[src/rtl/key_scan_pkg.sv]
// Shared types and constants for the keypad scanner: FSM states, frame
// classification and the column drive pattern loaded at reset.
package key_scan_pkg;

   typedef enum logic [1:0] {
      IDLE,
      DEBOUNCE,
      PRESSED,
      RELEASE_DEB
   } state_t;

   typedef enum logic [1:0] {
      NONE,
      SINGLE,
      MULTI
   } frame_class_t;

   localparam logic [3:0] COL_INIT = 4'b1110;

endpackage

[src/rtl/key_scan_tick.sv]
// Column-step divider: counts 0..SCAN_DIV-1 and flags the last count as a
// one-cycle tick.
module key_scan_tick #(
   parameter int SCAN_DIV = 25000
) (
   input  logic clk,
   input  logic rst,
   output logic tick
);

   localparam int W = $clog2(SCAN_DIV);
   localparam logic [W-1:0] LAST = W'(SCAN_DIV - 1);

   logic [W-1:0] cnt;

   assign tick = (cnt == LAST);

   always_ff @(posedge clk or negedge rst) begin
      if (!rst) begin
         cnt <= '0;
      end else if (tick) begin
         cnt <= '0;
      end else begin
         cnt <= cnt + 1'b1;
      end
   end

endmodule

[src/rtl/key_scan.sv]
// 4x4 keypad scanner with frame-level debounce and a one-deep key holding
// register. Define KEY_SCAN_SYNC_EN to pass row through a two-flop synchronizer.
module key_scan
   import key_scan_pkg::*;
#(
   parameter int SCAN_DIV = 25000,
   parameter int DEB_CNT  = 4
) (
   input  logic       clk,
   input  logic       rst,
   input  logic [3:0] row,
   output logic [3:0] col,
   output logic [3:0] key_code,
   output logic       key_valid,
   input  logic       key_ack,
   output logic       key_down,
   output logic       overrun
);

   localparam logic [3:0] DEB = 4'(DEB_CNT);

   logic         tick;
   logic [1:0]   col_idx;
   logic [11:0]  snap;
   logic [15:0]  frame;
   logic         eval;
   logic [4:0]   ones;
   logic [3:0]   fcode;
   frame_class_t fclass;

   state_t       state, next_state;
   logic [3:0]   cnt, next_cnt;
   logic [3:0]   cand, next_cand;
   logic         accept;

   key_scan_tick #(.SCAN_DIV(SCAN_DIV)) u_tick (
      .clk  (clk),
      .rst  (rst),
      .tick (tick)
   );

`ifdef KEY_SCAN_SYNC_EN
   logic [3:0] row_m, row_s;
   always_ff @(posedge clk or negedge rst) begin
      if (!rst) begin
         row_m <= '1;
         row_s <= '1;
      end else begin
         row_m <= row;
         row_s <= row_m;
      end
   end
`else
   logic [3:0] row_s;
   assign row_s = row;
`endif

   // Snapshot stores pressed keys as 1; the fourth column is taken live at evaluation.
   always_ff @(posedge clk or negedge rst) begin
      if (!rst) begin
         col     <= COL_INIT;
         col_idx <= '0;
         snap    <= '0;
      end else if (tick) begin
         col     <= {col[2:0], col[3]};
         col_idx <= col_idx + 2'd1;
         case (col_idx)
            2'd0:    snap[3:0]  <= ~row_s;
            2'd1:    snap[7:4]  <= ~row_s;
            2'd2:    snap[11:8] <= ~row_s;
            default: ;
         endcase
      end
   end

   assign eval  = tick && (col_idx == 2'd3);
   assign frame = {~row_s, snap};

   // Bit index within the frame equals {col_index, row_index}.
   always_comb begin
      ones  = '0;
      fcode = '0;
      for (int i = 0; i < 16; i++) begin
         if (frame[i]) begin
            ones  = ones + 5'd1;
            fcode = 4'(i);
         end
      end
      if (ones == 5'd0) begin
         fclass = NONE;
      end else if (ones == 5'd1) begin
         fclass = SINGLE;
      end else begin
         fclass = MULTI;
      end
   end

   always_ff @(posedge clk or negedge rst) begin
      if (!rst) begin
         state <= IDLE;
         cnt   <= '0;
         cand  <= '0;
      end else begin
         state <= next_state;
         cnt   <= next_cnt;
         cand  <= next_cand;
      end
   end

   always_comb begin
      next_state = state;
      next_cnt   = cnt;
      next_cand  = cand;
      accept     = 1'b0;
      if (eval) begin
         case (state)
            IDLE: begin
               if (fclass == SINGLE) begin
                  next_state = DEBOUNCE;
                  next_cnt   = 4'd1;
                  next_cand  = fcode;
               end
            end
            DEBOUNCE: begin
               if (fclass == SINGLE && fcode == cand) begin
                  if (cnt + 4'd1 == DEB) begin
                     next_state = PRESSED;
                     next_cnt   = '0;
                     accept     = 1'b1;
                  end else begin
                     next_cnt = cnt + 4'd1;
                  end
               end else begin
                  next_state = IDLE;
                  next_cnt   = '0;
               end
            end
            PRESSED: begin
               if (fclass == NONE) begin
                  next_state = RELEASE_DEB;
                  next_cnt   = 4'd1;
               end
            end
            RELEASE_DEB: begin
               if (fclass == NONE) begin
                  if (cnt + 4'd1 == DEB) begin
                     next_state = IDLE;
                     next_cnt   = '0;
                  end else begin
                     next_cnt = cnt + 4'd1;
                  end
               end else begin
                  next_state = PRESSED;
                  next_cnt   = '0;
               end
            end
            default: begin
               next_state = IDLE;
               next_cnt   = '0;
            end
         endcase
      end
   end

   assign key_down = (state == PRESSED) || (state == RELEASE_DEB);

   // A simultaneous ack frees the register, so the new key is loaded, not dropped.
   always_ff @(posedge clk or negedge rst) begin
      if (!rst) begin
         key_code  <= '0;
         key_valid <= 1'b0;
         overrun   <= 1'b0;
      end else if (accept) begin
         if (!key_valid || key_ack) begin
            key_code  <= cand;
            key_valid <= 1'b1;
         end else begin
            overrun <= 1'b1;
         end
      end else if (key_ack) begin
         key_valid <= 1'b0;
      end
   end

endmodule

[config.mk]
export PLATFORM = sky130hd
export DESIGN_NAME = key_scan
export DESIGN_NICKNAME = d
export VERILOG_FILES = /design/src/rtl/key_scan_pkg.sv /design/src/rtl/key_scan_tick.sv /design/src/rtl/key_scan.sv
export SDC_FILE = /design/constraint.sdc
export NUM_CORES = 1
export LEC_CHECK = 0
export ABC_AREA = 0
export BUFFER_PORTS_ARGS = -buffer_cell sky130_fd_sc_hd__buf_2
export CORE_MARGIN = 3
export CORE_UTILIZATION = 40
export DETAILED_ROUTE_END_ITERATION = 8
export GPL_ROUTABILITY_DRIVEN = 1
export SETUP_SLACK_MARGIN = 0.02
export SYNTH_ARGS = -nofsm -noshare
export SYNTH_HDL_FRONTEND = slang
export SYNTH_HIERARCHICAL = 1
export SYNTH_SLANG_ARGS = --single-unit
[constraint.sdc]
create_clock -name clk -period 13.6 [get_ports clk]
set_input_delay 0.68 -clock clk [delete_from_list [all_inputs] [get_ports clk]]
set_output_delay 0.68 -clock clk [all_outputs]
set_load 0.01 [all_outputs]
==> results.sh <==
export IMPL_ff2ff_path_depth=47
export IMPL_slew_violations=0
export IMPL_synth_fa_ha_area_share_pct=6.50
export IMPL_netlist_area_um2=4230
export IMPL_synth_compound_gate_area_share_pct=14.1
export IMPL_drive_gt1_share_pct=14.1
export IMPL_insertion_delay_ps=300
export IMPL_ys_seq_area_share_pct=29.0
export IMPL_post_cts_buffers=0
export IMPL_grt_pass1_vias=3058
export IMPL_status="complete, no violations"
export IMPL_vias=3306
export IMPL_timing_final_crit_period_ps=10440
export IMPL_grt_pass1_wl_um=14200
export IMPL_synth_top_area_share_pct=27.2
export IMPL_async_flop_share_pct=100
export IMPL_dpl_hpwl_um=6290
export IMPL_port_buffers=17
export IMPL_finalSetupTns_ps=0
export IMPL_post_route_period_util_pct=76.8
export IMPL_drt_first_pass_iters=4
export IMPL_power_w=0.000266
export IMPL_cts_sinks=49
export IMPL_synth_most_common_cell="nand2_1"
export IMPL_dp_cells=600
export IMPL_antennaDiodeCount=0
export IMPL_antenna_found_initial=0
export IMPL_synthFlopType="dfrtp_1"
export IMPL_die_area_um2=11900
export IMPL_powerDensity_nw_per_um2=59.0
export IMPL_slew_headroom_pct=35.7
export IMPL_clk_pin_slew_ps=90
export IMPL_synthCells=471
export IMPL_ys_top_cells_by_area="dfrtp_1 (27%), ha_1 (6.5%), xnor2_1 (5.4%)"
export IMPL_syn_avg_cell_area_um2=8.99
export IMPL_cts_resized=0
export IMPL_cts_buffers=5
export IMPL_rsz0062_at_grt="false"
export IMPL_ios=18
export IMPL_routed_via_density=5.44
export IMPL_utilization_pct=44.8
export IMPL_root_buffer="clkbuf_8"
export IMPL_yosys_area_share_simple_pct=24.2
export IMPL_synth_xor_area_share_pct=16.0
export IMPL_crit_arrival_ps=10630
export IMPL_synth_edf_count=0
export IMPL_p_leak_nw=2.09
export IMPL_critPathCaptureType="register"
export IMPL_die_h_um=109
export IMPL_ys_ff_latch=49
export IMPL_hold_viol_final=0
export IMPL_htreeDepth=2
export IMPL_synth_top_cell_by_area="dfrtp_1"
export IMPL_rows=36
export IMPL_area_growth_syn_to_layout_pct=6.38
export IMPL_gp_congestion=0.883
export IMPL_totalWireLength_um=8080
export IMPL_initial_core_util_pct=42.2
export IMPL_fin_nets=503
export IMPL_grt_max_degree=50
export IMPL_wl_per_cell_um=13.3
export IMPL_holdBufCountCts=0
export IMPL_yosys_warnings=6
export IMPL_track_usage_pct=14.4
export IMPL_grt_overflow=0
export IMPL_hold_class="in2async"
export IMPL_final_setup_viol_count=0
export IMPL_cp_max_fo=11
export IMPL_clock_fmax_mhz=95.8
export IMPL_syn_nets=500
export IMPL_synth_top_family_by_area="simple AND/OR/NAND/NOR gates"
export IMPL_fin_worst_skew_ps=7.12
export IMPL_drtIter0Drc=201
export IMPL_drc=0
export IMPL_coreArea_um2=10000
export IMPL_synth_cell_type_count=74
export IMPL_vdd_ir_drop_max_mv=0.0696
export IMPL_worstMarginPinSlew_ps=957
export IMPL_start_kind="register"
export IMPL_maxCapViolations=0
export IMPL_postRouteAntennaNets=0
export IMPL_slowest_stage="nor4_4"
export IMPL_fin_cells=608
export IMPL_synth_mux_area_share_pct=5.97
export IMPL_tritoncts="done"
export IMPL_cp_required_ps=13780
export IMPL_slowest_delay_ps=430
export IMPL_die_w_um=109
export IMPL_cts_path_max_buffers=2
export IMPL_crit_type="reg2reg"
export IMPL_synth_common_cells="nand2_1 (58), dfrtp_1 (46), o21ai_0 (31)"
export IMPL_crit_top_cell="ha_1"
layout by cell type, fill, tap and decap left out, types with 6 or more instances in the layout:
cell	Yosys	final
xnor2_1	26	26
o21ai_0	31	31
nand2_1	58	58
nor2b_1	8	8
a31oi_1	8	8
buf_2	4	17
mux2_2	12	12
xor2_1	22	22
nand3_1	21	21
dfrtp_1	46	46
nor3_1	14	14
nor4_1	12	12
ha_1	22	22
a21oi_1	11	11
nor2_1	30	30
nand2b_1	7	7
mux2i_1	8	8
xnor3_1	6	6
inv_1	18	18
final cells by class:
| type | count | area [um^2] |
|---|---|---|
| fill | 975 | 5540 |
| multi-input combinational | 380 | 2830 |
| sequential | 49 | 1230 |
| tap | 133 | 166 |
| timing repair buffer | 18 | 92.6 |
| inverter | 20 | 75.1 |
| clock buffer | 5 | 68.8 |
| clock inverter | 3 | 46.3 |
state kept, by name (all words and copies together), names as in the netlist:
register	cells
key_valid	1
cand	4
col_idx	2
col	4
cnt	4
state	2
snap	12
overrun	1
u_tick/cnt	15
key_code	4
logic make-up (layout without fill, tap and decap cells):
kind of cell	after synthesis	after routing
buffers and inverters	42	46
AND/OR/NAND/NOR	190	190
adder cells (fa/ha/maj)	22	22
multiplexers	23	23
AO/OA/AOI/OAI	85	85
XOR/XNOR	60	60
flip-flops	49	49
worst max-delay path: cells and delay by family, from the launching register on:
kind,cells,cell delay (ps)
DFF,1,380
and+or+nand+nor,15,1900
muxes,6,1850
buffers and inverters,2,130
AOI/OAI and AO/OA,9,1720
adders and majority gates,14,4070
xor gates and xnor gates,1,260
power breakdown:
part	total [W]	internal, W	switching [W]
Clock	0.000104	0.0000550	0.0000487
Combinational	0.0000163	0.00000549	0.0000108
Sequential	0.000146	0.000146	0.0000000745
Total	0.000266	0.000206	0.0000596
routing by layer:
layer	wire length, um	share of wire [%]	track usage (%)	vias to the layer above
met4	68	0.84	2.98	0
met1	4040	50	20.7	1551
li1	-	-	-	1700
met3	170	2.1	1.42	6
met5	0	0	0	-
met2	3800	47	23.6	49
final timing paths:
kind	from	slack [ps]	endpoint
worst max-delay path	snap[0]	3160	cand[1]
worst min-delay path	rst	450	cnt[2]
worst max register to register	snap[0]	3160	cand[1]
worst min register to register	overrun	470	overrun
max in group asynchronous	rst	12730	key_code[1]
min in group clk	overrun	470	overrun
per-stage QoR:
step	hold WS (ps)	setup slack (ps)	area (um^2)
after floorplan	384	4020	4230
after global placement	442	3510	4390
after detailed placement	452	3230	4390
after CTS	476	3180	4500
after global routing	502	2400	4500
final	449	3160	4500
No activity file was read; power rests on OpenSTA's default activity.
